**src/rtl/pipe_stage_reg_pkg.sv**
```systemverilog
// Shared pipeline package: occupancy state encoding for pipeline stage registers.
// Each state's encoding equals the number of held entries.
package pipe_stage_reg_pkg;

  typedef enum logic [1:0] {
    StEmpty = 2'd0,
    StOne   = 2'd1,
    StFull  = 2'd2
  } stage_state_e;

endpackage

```
**src/rtl/pipe_entry.sv**
```systemverilog
// One pipeline entry: enable-loaded control/payload register.
// Clearing zeroes only the control bits; the payload keeps its stale value.
module pipe_entry #(
  parameter int unsigned DW = 32,
  parameter int unsigned CW = 3,
  parameter int unsigned RW = 5
) (
  input  logic          clk,
  input  logic          clrn,
  input  logic          i_load,
  input  logic          i_clr,
  input  logic [CW-1:0] i_ctl,
  input  logic [DW-1:0] i_alu,
  input  logic [DW-1:0] i_b,
  input  logic [RW-1:0] i_rn,
  output logic [CW-1:0] o_ctl,
  output logic [DW-1:0] o_alu,
  output logic [DW-1:0] o_b,
  output logic [RW-1:0] o_rn
);

  logic [CW-1:0] r_ctl;
  logic [DW-1:0] r_alu;
  logic [DW-1:0] r_b;
  logic [RW-1:0] r_rn;

  // Clear wins over load, so a cancelled entry can never leave live control bits.
  always_ff @(posedge clk or negedge clrn) begin
    if (!clrn) begin
      r_ctl <= '0;
      r_alu <= '0;
      r_b   <= '0;
      r_rn  <= '0;
    end else if (i_clr) begin
      r_ctl <= '0;
    end else if (i_load) begin
      r_ctl <= i_ctl;
      r_alu <= i_alu;
      r_b   <= i_b;
      r_rn  <= i_rn;
    end
  end

  assign o_ctl = r_ctl;
  assign o_alu = r_alu;
  assign o_b   = r_b;
  assign o_rn  = r_rn;

endmodule

```
**src/rtl/pipe_stage_reg.sv**
```systemverilog
// Valid/ready pipeline stage register with an optional skid entry.
// With the skid entry present, in_ready is registered, which breaks the ready path.
module pipe_stage_reg
  import pipe_stage_reg_pkg::*;
#(
  parameter int unsigned DW   = 32,
  parameter int unsigned CW   = 3,
  parameter int unsigned RW   = 5,
  parameter int unsigned SKID = 1
) (
  input  logic          clk,
  input  logic          clrn,
  input  logic          flush,
  input  logic          in_valid,
  output logic          in_ready,
  input  logic [CW-1:0] in_ctl,
  input  logic [DW-1:0] in_alu,
  input  logic [DW-1:0] in_b,
  input  logic [RW-1:0] in_rn,
  output logic          out_valid,
  input  logic          out_ready,
  output logic [CW-1:0] out_ctl,
  output logic [DW-1:0] out_alu,
  output logic [DW-1:0] out_b,
  output logic [RW-1:0] out_rn,
  output logic [1:0]    count
);

  stage_state_e  r_state;
  stage_state_e  w_state_next;
  logic          w_in_ready;
  logic          w_out_valid;
  logic          w_in_fire;
  logic          w_out_fire;
  logic          w_main_load;
  logic          w_main_clr;
  logic          w_skid_load;
  logic          w_skid_clr;
  logic          w_from_skid;
  logic [CW-1:0] w_skid_ctl;
  logic [DW-1:0] w_skid_alu;
  logic [DW-1:0] w_skid_b;
  logic [RW-1:0] w_skid_rn;

  assign w_out_valid = (r_state != StEmpty);
  assign w_in_fire   = in_valid & w_in_ready;
  assign w_out_fire  = w_out_valid & out_ready;

  always_ff @(posedge clk or negedge clrn) begin
    if (!clrn) begin
      r_state <= StEmpty;
    end else begin
      r_state <= w_state_next;
    end
  end

  // Without a skid entry, ONE with in_fire always has out_fire, so FULL is unreachable.
  always_comb begin
    w_state_next = r_state;
    w_main_load  = 1'b0;
    w_main_clr   = 1'b0;
    w_skid_load  = 1'b0;
    w_skid_clr   = 1'b0;
    w_from_skid  = 1'b0;
    if (flush) begin
      w_state_next = StEmpty;
      w_main_clr   = 1'b1;
      w_skid_clr   = 1'b1;
    end else begin
      unique case (r_state)
        StEmpty: begin
          if (w_in_fire) begin
            w_state_next = StOne;
            w_main_load  = 1'b1;
          end
        end
        StOne: begin
          if (w_in_fire && w_out_fire) begin
            w_main_load = 1'b1;
          end else if (w_in_fire) begin
            w_state_next = StFull;
            w_skid_load  = 1'b1;
          end else if (w_out_fire) begin
            w_state_next = StEmpty;
            w_main_clr   = 1'b1;
          end
        end
        StFull: begin
          if (w_out_fire) begin
            w_state_next = StOne;
            w_main_load  = 1'b1;
            w_from_skid  = 1'b1;
          end
        end
        default: w_state_next = StEmpty;
      endcase
    end
  end

  pipe_entry #(
    .DW(DW),
    .CW(CW),
    .RW(RW)
  ) u_main (
    .clk    (clk),
    .clrn   (clrn),
    .i_load (w_main_load),
    .i_clr  (w_main_clr),
    .i_ctl  (w_from_skid ? w_skid_ctl : in_ctl),
    .i_alu  (w_from_skid ? w_skid_alu : in_alu),
    .i_b    (w_from_skid ? w_skid_b : in_b),
    .i_rn   (w_from_skid ? w_skid_rn : in_rn),
    .o_ctl  (out_ctl),
    .o_alu  (out_alu),
    .o_b    (out_b),
    .o_rn   (out_rn)
  );

  if (SKID != 0) begin : g_skid
    logic r_in_ready;

    pipe_entry #(
      .DW(DW),
      .CW(CW),
      .RW(RW)
    ) u_skid (
      .clk    (clk),
      .clrn   (clrn),
      .i_load (w_skid_load),
      .i_clr  (w_skid_clr),
      .i_ctl  (in_ctl),
      .i_alu  (in_alu),
      .i_b    (in_b),
      .i_rn   (in_rn),
      .o_ctl  (w_skid_ctl),
      .o_alu  (w_skid_alu),
      .o_b    (w_skid_b),
      .o_rn   (w_skid_rn)
    );

    always_ff @(posedge clk or negedge clrn) begin
      if (!clrn) begin
        r_in_ready <= 1'b1;
      end else begin
        r_in_ready <= (w_state_next != StFull);
      end
    end

    assign w_in_ready = r_in_ready;
  end else begin : g_no_skid
    logic w_unused_skid;

    assign w_skid_ctl    = '0;
    assign w_skid_alu    = '0;
    assign w_skid_b      = '0;
    assign w_skid_rn     = '0;
    assign w_unused_skid = w_skid_load ^ w_skid_clr;
    assign w_in_ready    = out_ready | ~w_out_valid;
  end

  assign in_ready  = w_in_ready;
  assign out_valid = w_out_valid;
  assign count     = r_state;

endmodule

```
**config.mk**
```make
export PLATFORM = sky130hd
export DESIGN_NAME = pipe_stage_reg
export DESIGN_NICKNAME = d
export VERILOG_FILES = /design/src/rtl/pipe_stage_reg_pkg.sv /design/src/rtl/pipe_entry.sv /design/src/rtl/pipe_stage_reg.sv
export SDC_FILE = /design/constraint.sdc
export NUM_CORES = 1
export LEC_CHECK = 0
export BUFFER_PORTS_ARGS = -buffer_cell sky130_fd_sc_hd__buf_2
export CORE_ASPECT_RATIO = 1.4
export CORE_MARGIN = 5
export CORE_UTILIZATION = 40
export DETAILED_ROUTE_END_ITERATION = 8
export SYNTH_ARGS = -nofsm -noshare
export SYNTH_HDL_FRONTEND = slang
export SYNTH_SLANG_ARGS = --single-unit
```
**constraint.sdc**
```tcl
create_clock -name clk -period 2 [get_ports clk]
set_input_delay 0.4 -clock clk [delete_from_list [all_inputs] [get_ports clk]]
set_output_delay 0.4 -clock clk [all_outputs]
set_load 0.01 [all_outputs]
```
Word-level counts from Yosys, hierarchy flattened
Index checks and enable logic that the tools add are counted.

Equal/unequal tests: 3. Multiplexer cells: 30. Reductions and logical operators: 7. Bitwise operators: 4.

Operator list (number): two-way mux 32 bit (2); two-way mux 3 bit (5); two-way mux 1 bit (14); two-way mux 2 bit (6); one-hot mux 2 bit (3 select lines) (1); nonzero test 2 bit (3); two-way mux 5 bit (1); AND reduction 2 bit (2); one-hot mux 1 bit (3 select lines) (1); AND 1 bit (2); equality test 2 x 1 -> 1 bit, second input constant (1); equality test 2 bit, second input constant (1); logical NOT 2 bit (1); inequality test 2 bit, second input constant (1); inverter 1 bit (2); logical AND 1 bit (1).

Word-level logic and storage cells: 54. Flip-flop bits (word level): 147.

Logic depth before layout (Yosys ltp)
Gate-level depths: netlist of the first run.

Depth in word-level cells: 9. Depth in mapped cells: 7. Mapped depth without buffers: 4.

By module
A second synthesis of the first run with hierarchy kept.

Cells, all modules: 414. Area, all modules: 6946.7 um^2.

Modules (own cells, without submodules): pipe_entry (times used 2, area an instance 2760.1 um^2, cells each 156, seq. area each 1801.7 um^2); pipe_stage_reg (times used 1, area an instance 1426.4 um^2, cells each 102, seq. area each 76.3 um^2).

Worst setup path after synthesis of the first run
No wires, ideal clock.

Kind: reg2reg. From: register g_skid.r_in_ready (netlist: in_ready). To: register g_skid.u_skid.r_b[25] (netlist: g_skid.u_skid.o_b[25]). Stages on the path, launching flop included: 8. Clock period less this slack: 1.644 ns. Path slack: 0.356 ns. Data arrival time: 1.528 ns. Path buffers: 3. Cell sequence: dfstp_2 -> nand3b_1 -> or3_1 -> clkbuf_1 -> buf_4 -> buf_6 -> nand2_1 -> nand2_1.

Cells in the longest elaborated chain, start to end: 6. Elaborated cells between the ends (all ways): 7.

Ends and longest elaborated chain: from (decl) (RTL line pipe_stage_reg.sv:120) `logic r_in_ready;`; from (signal assigned) (RTL line pipe_stage_reg.sv:145) `r_in_ready <= (w_state_next != StFull);`; AND 1 bit * (RTL line pipe_stage_reg.sv:46) `assign w_in_fire = in_valid & w_in_ready;`; two-way mux 1 bit or logical AND 1 bit (tied branches) (RTL line pipe_stage_reg.sv:80, pipe_stage_reg.sv:78); two-way mux 1 bit * (RTL line pipe_stage_reg.sv:78) `if (w_in_fire && w_out_fire) begin`; two-way mux 1 bit * (RTL line pipe_stage_reg.sv:70) `unique case (r_state)`; two-way mux 1 bit * (RTL line pipe_stage_reg.sv:65) `if (flush) begin`; AND reduction 2 bit (no line) *; to (signal assigned) (RTL line pipe_entry.sv:39) `r_b <= i_b;`; to (decl) (RTL line pipe_entry.sv:24) `logic [DW-1:0] r_b;`.

Mark *: on every way between the ends. The rest lies on a longest branch, timed or not. A chain may end at the register's enable or synchronous reset.

Final worst setup path of the first run
From: register r_state[0] (netlist: count[0]). To: register u_main.r_rn[2] (netlist: u_main.o_rn[2]).

Cells in the longest elaborated chain, start to end: 9. Elaborated cells between the ends (all ways): 19.

Ends and longest elaborated chain: from (decl) (RTL line pipe_stage_reg.sv:29) `stage_state_e r_state;`; from (signal assigned) (RTL line pipe_stage_reg.sv:51) `r_state <= StEmpty;`; from (signal assigned) (RTL line pipe_stage_reg.sv:53) `r_state <= w_state_next;`; nonzero test 2 bit (RTL line pipe_stage_reg.sv:45) `assign w_out_valid = (r_state != StEmpty);`; AND 1 bit (RTL line pipe_stage_reg.sv:47) `assign w_out_fire = w_out_valid & out_ready;`; two-way mux 1 bit (RTL line pipe_stage_reg.sv:83, pipe_stage_reg.sv:89); two-way mux 1 bit (RTL line pipe_stage_reg.sv:80) `end else if (w_in_fire) begin`; two-way mux 1 bit (RTL line pipe_stage_reg.sv:78); two-way mux 1 bit (RTL line pipe_stage_reg.sv:70); two-way mux 1 bit (RTL line pipe_stage_reg.sv:65); inverter 1 bit (no line); AND reduction 2 bit (no line); to (signal assigned) (RTL line pipe_entry.sv:40) `r_rn <= i_rn;`; to (decl) (RTL line pipe_entry.sv:25) `logic [RW-1:0] r_rn;`.

Parallel ways exist; a longest one is shown, timed or not.

==> impl_metrics.toml, run 1 <==
[status]
status = "finished, final reports clean"

[global_route]
grt_overflow_total = 0
antenna_found_initial = 2
grt_pass1_vias = 5049
grt_pass1_wl_um = 24700
grt_max_degree = 62
grt_usage_pct = 17.2

[final_layout]
antenna_cells = 0
drive_gt1_share_pct = 26.4
fin_util_pct = 50.9
fin_nets = 862
area_growth_pct = 26.5

[sta]
worst_pin_slew_ps = 485
fin_tns_setup_ps = 0
hold_slack_ps = 189
fin_crit_sh_pct = 91.4
rsz0062_at_grt = "false"
finalWorstSetupSlack_ps = 172
finalHoldViolations = 0
setup-violations-final = 0
skew_ps = 10.6
report.final.slew_viol_count = 0
fmax_mhz = 547
slew_headroom_pct = 67.7
min_period_ps = 1830

[yosys]
yosysUniqueCellTypes = 28
yosys.area_share.adder_pct = 0
synth_top_family_by_area = "simple AND/OR/NAND/NOR gates"
synth_fp_nets = 710
syn_avg_cell_area_um2 = 9.84
synth_area_um2 = 6230
netlist_instances = 633
synth_seq_area_share_pct = 59.1
synthMuxAreaShare_pct = 11.6
synth_compound_area_share_pct = 6.97
synth_xor_area_share_pct = 0.141
ys_warn_count = 0
synth-simple-area-share_pct = 18.4
ys_ff_latch = 147

[critical_path]
arrival_ps = 2110
endpoint_kind = "flip-flop"
startpoint_type = "flip-flop"
timing.critical_path.fanout_max = 21
worst_ep_required_time_ps = 2280
critPathKind = "reg -> reg"

[floorplanning]
fp.dieArea_um2 = 18200
die_w_um = 115
initial_utilization_pct = 40.3
io_pins = 153
row_count = 54
die_y_um = 158
core_um2 = 15500

[place]
place_ws_ps = 175
portBuffers = 152
hpwl_um = 10400
place_congestion = 0.772

[pwr]
p_leak_nw = 3.75
p_switching_w = 0.00249
seq_power_share_pct = 46.4
power_density_nw_per_um2 = 1100
combPwrFrac_pct = 16.9
p_int_w = 0.00616
p_total_w = 0.00866
power_frac_clock_pct = 36.8
p_sw_share_pct = 28.8
peakVddDrop_mv = 0.553

[detailed_routing]
drc = 0
drtPass1Iterations = 5
via_per_inst = 4.90
ant_nets = 0
drt-initial-drc-count = 255
post_drt_wl_per_cell_um = 15.3
detailroute.via_count = 4874
drt-total-wl_um = 15200

[clock_network]
cts_buffers = 17
cts_root_buffer = "clkbuf_16"
cts.sinks = 147
clk_pin_slew_ps = 60
post-cts-setup-buffers = 0
cts_max_level = 4
clockBufferDepth = 2
clk_latency_ps = 410
cts_tree = "built"

[hold_path]
hp-class = "in -> reg"

[flow_run]
maxCapViolCount = 0
logic make-up (layout without fill, tap and decap cells):
| family | after synthesis | count (layout) |
|---|---|---|
| compound gates | 80 | 80 |
| simple gates | 293 | 293 |
| flops | 147 | 147 |
| xor+xnor | 1 | 1 |
| buf+inv | 40 | 205 |
| mux | 72 | 72 |
routing by layer:
metal	wire (µm)	track usage [%]	up-vias
li1	-	-	2369
met1	6390	21.4	2346
met2	7470	27.8	135
met3	1060	5.62	20
met4	229	6.49	4
met5	27	0	-
state kept, by name, summed over array words and instances, names as in the netlist:
register,flops
g_skid.u_skid.o_alu,32
g_skid.u_skid.o_b,32
u_main.o_alu,32
u_main.o_b,32
g_skid.u_skid.o_rn,5
u_main.o_rn,5
g_skid.u_skid.o_ctl,3
u_main.o_ctl,3
count,2
in_ready,1
power by group through the flow:
stage | Combinational (W) | Clock (W) | Sequential, W
2_1_floorplan | 0.000697 | 0 | 0.00413
3_3_place_gp | 0.00143 | 0 | 0.00404
3_5_place_dp | 0.00148 | 0 | 0.00407
4_1_cts | 0.00150 | 0.00327 | 0.00402
5_1_grt | 0.00166 | 0.00339 | 0.00410
6_report | 0.00146 | 0.00318 | 0.00401
placed cells by master, fill, tap and decap left out, types with 6 or more instances in the layout:
| cell type | n |
|---|---|
| a21oi_1 | 71 |
| buf_2 | 151 |
| buf_4 | 11 |
| mux2i_1 | 69 |
| nand2_1 | 208 |
| nor2_1 | 73 |
| clkbuf_16 | 17 |
| dfrtp_1 | 146 |
| a22o_1 | 6 |
| buf_12 | 8 |
critical path, stage by stage, from the launching register on:
cell and delay (ps):
dfrtp_1 460, nand2b_1 230, nor3b_4 320, buf_12 180
buf_12 190, mux2i_1 230, a21oi_1 90
through the flow:
| stage | cell area (µm²) | std cells |
|---|---|---|
| 2_1_floorplan | 6230 | 633 |
| 3_3_place_gp | 7280 | 961 |
| 3_5_place_dp | 7280 | 961 |
| 4_1_cts | 7880 | 994 |
| 5_1_grt | 7880 | 994 |
| 6_report | 7880 | 994 |
layout make-up:
type | instances | area [µm²]
repair buffers | 172 | 1020
fillers | 1458 | 7590
clock inverters | 13 | 150
clock buffers | 19 | 443
well taps | 196 | 245
inverters | 1 | 3.75
flip-flops and latches | 147 | 3680
multi-input cells | 446 | 2340
worst paths after layout:
| check | start | endpoint | slack (ps) | cells after the start |
|---|---|---|---|---|
| setup reg to reg | count[0]$_DFF_PN0_ | u_main.o_rn[2]$_DFFE_PN0P_ | 170 | 6 |
| hold reg to reg | g_skid.u_skid.o_b[25]$_DFFE_PN0P_ | g_skid.u_skid.o_b[25]$_DFFE_PN0P_ | 470 | 2 |
| hold / removal | in_alu[5] | g_skid.u_skid.o_alu[5]$_DFFE_PN0P_ | 190 | 3 |
| setup / recovery | count[0]$_DFF_PN0_ | u_main.o_rn[2]$_DFFE_PN0P_ | 170 | 6 |
| max in group asynchronous | clrn | g_skid.u_skid.o_b[28]$_DFFE_PN0P_ | 850 | 3 |
| min in group asynchronous | clrn | u_main.o_alu[13]$_DFFE_PN0P_ | 500 | 2 |
synthesized netlist by cell type (all sizes together):
cell type,instances,share of area [%]
or2,1,0.10
nand2b,2,0.20
a21oi,71,5.7
nand3b,2,0.24
xor2,1,0.14
nand4bb,1,0.18
dfrtp,146,59
nor3,2,0.24
buf,26,2.9
nand4b,1,0.14
a22o,6,0.84
inv,1,0.060
a31oi,2,0.30
nor3b,1,0.20
dfstp,1,0.42
mux2,3,0.54
nor2,73,4.4
o21bai,1,0.12
and2,1,0.10
mux2i,69,11
or3,1,0.10
clkbuf,13,0.78
nand2,208,13
repair_timing:
item,CTS,global route
hold buffers,1,0
gates resized for setup,0,0
endpoints found under the hold margin,45,0
Power figures use the tool's default switching activity.
==> run 2: changes to the inputs <==
--- a/config.mk
+++ b/config.mk
@@ -10,6 +10,9 @@
 export CORE_MARGIN = 5
 export CORE_UTILIZATION = 40
 export DETAILED_ROUTE_END_ITERATION = 8
+export HOLD_SLACK_MARGIN = 0.02
+export PLACE_DENSITY = 0.65
+export RECOVER_POWER = 25
 export SYNTH_ARGS = -nofsm -noshare
 export SYNTH_HDL_FRONTEND = slang
 export SYNTH_SLANG_ARGS = --single-unit
==> constraint.sdc (replaced) <==
create_clock -name clk -period 1.66 [get_ports clk]
set_input_delay 0.332 -clock clk [delete_from_list [all_inputs] [get_ports clk]]
set_output_delay 0.332 -clock clk [all_outputs]
set_load 0.01 [all_outputs]
==> run 2 against run 1 <==
Compared with the run above:
- the flow now finishes with violations (setup timing)
- clock skew shrank 2.4 ps
- largest cell class unchanged
- setup slack lost 180 ps
- critical path type unchanged
- critical path depth is the same
- combinational power grew 27%
- fmax grew 9.7%
- total power grew 22%
- worst hold slack lost 65 ps
- sequential power grew 20%
- highest routed layer is now met4
==> impl_metrics.toml, run 2 (same netlist as run 1, synthesis figures left out) <==
[sta]
report.final.slew_viol_count = 0
fin_crit_sh_pct = 100
finalHoldViolations = 0
setup-violations-final = 5
slew_headroom_pct = 26.3
finalWorstSetupSlack_ps = -6.55
worst_pin_slew_ps = 1110
rsz0062_at_grt = "true"
fmax_mhz = 600
min_period_ps = 1670
skew_ps = 8.20

[final_layout]
final_cell_mix = "nand2_1, buf_2, dfrtp_1"
final_common_cell = "nand2_1"
drive_gt1_share_pct = 29.4
fin_util_pct = 53.7
fin_nets = 884
antenna_cells = 0
final_cells = 1015
area_growth_pct = 33.3

[critical_path]
arrival_ps = 1960
regToRegStartpoint = "count[0]$_DFF_PN0_"
worst_ep_required_time_ps = 1960
crit_start = "count[0]$_DFF_PN0_"
timing.critical_path.fanout_max = 8
endpoint_kind = "flip-flop"
critPathKind = "reg -> reg"
startpoint_type = "flip-flop"

[place]
place_ws_ps = -125
place_congestion = 0.756
placed_cells = 970
hpwl_um = 10300
portBuffers = 152

[status]
violations = "setup timing"
status = "complete, but fails checks"

[detailed_routing]
detailroute.via_count = 4942
drt-total-wl_um = 16000
post_drt_wl_per_cell_um = 15.8
drc = 0
via_per_inst = 4.87
ant_nets = 0
drtPass1Iterations = 6
drt-initial-drc-count = 340

[hold_path]
min-delay-start = "in_alu[19]"
hp-class = "in -> reg"

[clock_network]
cts_buffers = 17
cts_root_buffer = "clkbuf_16"
cts.sinks = 147
clk_latency_ps = 410
cts_tree = "built"
clockBufferDepth = 2
cts_max_level = 4
clk_pin_slew_ps = 60

[floorplanning]
die_w_um = 115
row_count = 54
fp.dieArea_um2 = 18200
initial_utilization_pct = 40.3
die_y_um = 158
io_pins = 153
core_um2 = 15500

[pwr]
p_leak_nw = 3.94
peakVddDrop_mv = 0.734
power_density_nw_per_um2 = 1270

[global_route]
grt_usage_pct = 17.8
grt_max_degree = 45
antenna_found_initial = 0
grt_pass1_vias = 5202
grt_overflow_total = 0
grt_pass1_wl_um = 25700

[flow_run]
maxCapViolCount = 0
-- run 2: cell count changes in the layout (fill, tap and decap cells not counted), sizes merged --
cell,change
buf,+16
bufinv,+1
clkbuf,+7
clkinv,-2
clkinvlp,-1
-- run 2: area by class of cell --
type | count | area (µm²)
Clock buffer | 20 | 437
Clock inverter | 11 | 153
Fill cell | 1443 | 7170
Inverter | 1 | 3.75
Multi-Input combinational cell | 446 | 2400
Sequential cell | 147 | 3680
Tap cell | 196 | 245
Timing Repair Buffer | 194 | 1390
-- run 2: per-layer routing --
layer / wire length [µm] / vias to the layer above / global-route usage, %
met5: 0 / - / 0
met4: 181 / 0 / 5.37
li1: - / 2427 / -
met1: 6880 / 2371 / 22.0
met3: 950 / 12 / 5.16
met2: 7980 / 132 / 30.0
-- run 2: critical path, cell delays in order (launching register included) --
cell and delay (ps):
dfrtp_1 390, nand2b_4 160, nor3b_4 210, buf_4 160
buf_12 130, mux2_2 330, a22o_1 170
-- run 2: per-stage QoR --
stage | hold slack, ps | total power (W) | instance area, µm² | TNS [ps]
after floorplan | 36.4 | 0.00582 | 6230 | 0
after global placement | 297 | 0.00661 | 7380 | -2590
after detailed placement | 301 | 0.00668 | 7380 | -2990
after CTS | 106 | 0.0107 | 8070 | 0
after global routing | 108 | 0.0112 | 8300 | -3400
final | 124 | 0.0106 | 8300 | -19.2
-- run 2: report_power, final --
group          leakage (nW)  switching (W)  internal, W
Combinational          1.91        0.00102     0.000841
Sequential             1.75       0.000436      0.00439
Clock                 0.277        0.00151      0.00237
Total                  3.94        0.00297      0.00761
-- run 2: timing repair --
action,CTS,global route
hold buffers,1,0
setup buffers,3,5
pin swaps,2,3
endpoints found under the hold margin,38,0
gates cloned,1,5
resized for setup,9,24
setup endpoints to repair,78,140
-- run 2: final timing paths --
| path | slack, ps | end | cells past startpoint |
|---|---|---|---|
| setup reg to reg | -7 | u_main.o_ctl[2]$_DFFE_PN0P_ | 6 |
| hold / removal | 120 | g_skid.u_skid.o_alu[19]$_DFFE_PN0P_ | 3 |
| min in group asynchronous | 660 | g_skid.u_skid.o_alu[13]$_DFFE_PN0P_ | 2 |
| hold reg to reg | 470 | g_skid.u_skid.o_alu[19]$_DFFE_PN0P_ | 2 |
| setup / recovery | -7 | u_main.o_ctl[2]$_DFFE_PN0P_ | 6 |
| max in group asynchronous | 190 | g_skid.u_skid.o_alu[26]$_DFFE_PN0P_ | 3 |
==> run 3: changes to the inputs <==
--- a/config.mk
+++ b/config.mk
@@ -13,6 +13,7 @@
 export HOLD_SLACK_MARGIN = 0.02
 export PLACE_DENSITY = 0.65
 export RECOVER_POWER = 25
+export SETUP_SLACK_MARGIN = 0.4
 export SYNTH_ARGS = -nofsm -noshare
 export SYNTH_HDL_FRONTEND = slang
 export SYNTH_SLANG_ARGS = --single-unit
==> run 3 against run 2 <==
Compared with the run above:
- the flow still finishes with violations (setup timing)
- setup slack got worse by 64 ps
- critical path depth unchanged
- total power increased by 8.9%
- core utilization increased by 13 points
- final cell count increased by 8.2%
- global-route usage increased by 3.8 points
- cell area increased by 23%
- routed wire length increased by 31%
- highest routed layer unchanged
==> impl_metrics.toml, run 3 (same netlist as run 1, synthesis figures left out) <==
[final_layout]
final_common_cell = "dfrtp_1"
final_cell_mix = "dfrtp_1, buf_2, nand2_1"
area_growth_pct = 64.6
fin_nets = 963
postLayoutCellArea_um2 = 10300
fin_util_pct = 66.3
drive_gt1_share_pct = 51.0

[pwr]
power_density_nw_per_um2 = 1120
peakVddDrop_mv = 0.643
p_total_w = 0.0115
p_leak_nw = 4.92

[critical_path]
timing.critical_path.fanout_max = 9
endpoint_kind = "flip-flop"
critPathKind = "reg -> reg"
arrival_ps = 2030
crit_start = "count[1]$_DFF_PN0_"
regToRegStartpoint = "count[1]$_DFF_PN0_"
startpoint_type = "flip-flop"
reg2regPathDepth = 6
worst_ep_required_time_ps = 1960

[sta]
slew_headroom_pct = 64.2
worst_pin_slew_ps = 537
finalHoldViolations = 0
fin_tns_setup_ps = -2210
rsz0062_at_grt = "true"
fin_crit_sh_pct = 104
fmax_mhz = 578
hold_slack_ps = 128
finalWorstSetupSlack_ps = -70.9
min_period_ps = 1730
skew_ps = 8.63
report.final.slew_viol_count = 0
setup-violations-final = 88

[clock_network]
clockBufferDepth = 2
clk_latency_ps = 420
clk_pin_slew_ps = 60
cts.sinks = 147
cts_tree = "built"
cts_buffers = 17
cts_root_buffer = "clkbuf_16"
cts_max_level = 4

[status]
status = "complete, but fails checks"
violations = "setup timing"

[place]
portBuffers = 152
dpl_cell_area_um2 = 7370
hpwl_um = 10100
place_congestion = 0.757

[floorplanning]
core_um2 = 15500
initial_utilization_pct = 40.3
row_count = 54
die_w_um = 115
fp.dieArea_um2 = 18200
die_y_um = 158
io_pins = 153

[global_route]
grt_pass1_wl_um = 30100
grt_overflow_total = 0
antenna_found_initial = 3
grt_usage_pct = 21.6
grt_max_degree = 51
grt_pass1_vias = 5646

[detailed_routing]
drtPass1Iterations = 4
ant_nets = 0
detailroute.via_count = 5620
drt-initial-drc-count = 389
drt-total-wl_um = 21000
drc = 0
post_drt_wl_per_cell_um = 19.1
via_per_inst = 5.12

[flow_run]
maxCapViolCount = 0

[hold_path]
hold_depth = 3
hp-class = "in -> reg"
min-delay-start = "in_b[30]"
## run 3: cell types whose count changed in the layout (fill, tap and decap cells not counted), moves of 6 or more
cell / delta
buf_6: +34
a21oi_1: -9
buf_4: +34
mux2i_4: +7
buf_2: -19
buf_16: +22
a21oi_2: +9
nand2_1: -117
mux2i_1: -11
buf_12: +6
nand2_4: +37
nand2_2: +80
## run 3: routing by layer
metal	track usage (%)	vias to the layer above	share of wire (%)
met5	0	-	0
met4	8.28	0	3.0
met3	4.09	41	5.0
met2	37.2	172	53
met1	26.8	2815	39
li1	-	2592	-
## run 3: final timing paths
kind / to / slack [ps]
setup reg to reg: u_main.o_ctl[2]$_DFFE_PN0P_ / -70
hold reg to reg: g_skid.u_skid.o_rn[4]$_DFFE_PN0P_ / 470
min in group asynchronous: g_skid.u_skid.o_alu[11]$_DFFE_PN0P_ / 380
max in group asynchronous: u_main.o_b[1]$_DFFE_PN0P_ / 350
hold / removal: g_skid.u_skid.o_b[30]$_DFFE_PN0P_ / 130
setup / recovery: u_main.o_ctl[2]$_DFFE_PN0P_ / -70
## run 3: layout make-up
class | instances | area, µm²
Inverter | 1 | 3.75
Sequential cell | 147 | 3680
Clock inverter | 13 | 148
Tap cell | 196 | 245
Fill cell | 1124 | 5220
Multi-Input combinational cell | 446 | 3020
Antenna cell | 4 | 10.0
Clock buffer | 18 | 439
Timing Repair Buffer | 273 | 2710
## run 3: timing repair
item,4_1_cts,5_1_grt
pin swaps,108,91
hold endpoints to repair,34,0
gates cloned,22,10
resized for setup,148,118
buffers inserted,40,24
hold buffers,1,0
endpoints found under the setup margin,222,223
## run 3: stage by stage
stage / cells / setup slack [ps]
2_1_floorplan: 633 / 50.0
3_3_place_gp: 966 / -3.51
3_5_place_dp: 966 / -9.61
4_1_cts: 1060 / -10.8
5_1_grt: 1097 / -143
6_report: 1098 / -70.9
## run 3: critical path, cell delays in order, from the launching register on
cell and delay [ps]:
dfrtp_2 420, buf_4 150, nand2b_4 60, nor3b_4 260, buf_6 230, mux2_4 320, a22o_1 180
## run 3: power by group
| group | leakage [nW] | internal, W | switching, W |
|---|---|---|---|
| logic | 2.90 | 0.00141 | 0.00130 |
| registers | 1.75 | 0.00440 | 0.000563 |
| clock network | 0.276 | 0.00227 | 0.00158 |
| total | 4.92 | 0.00807 | 0.00344 |
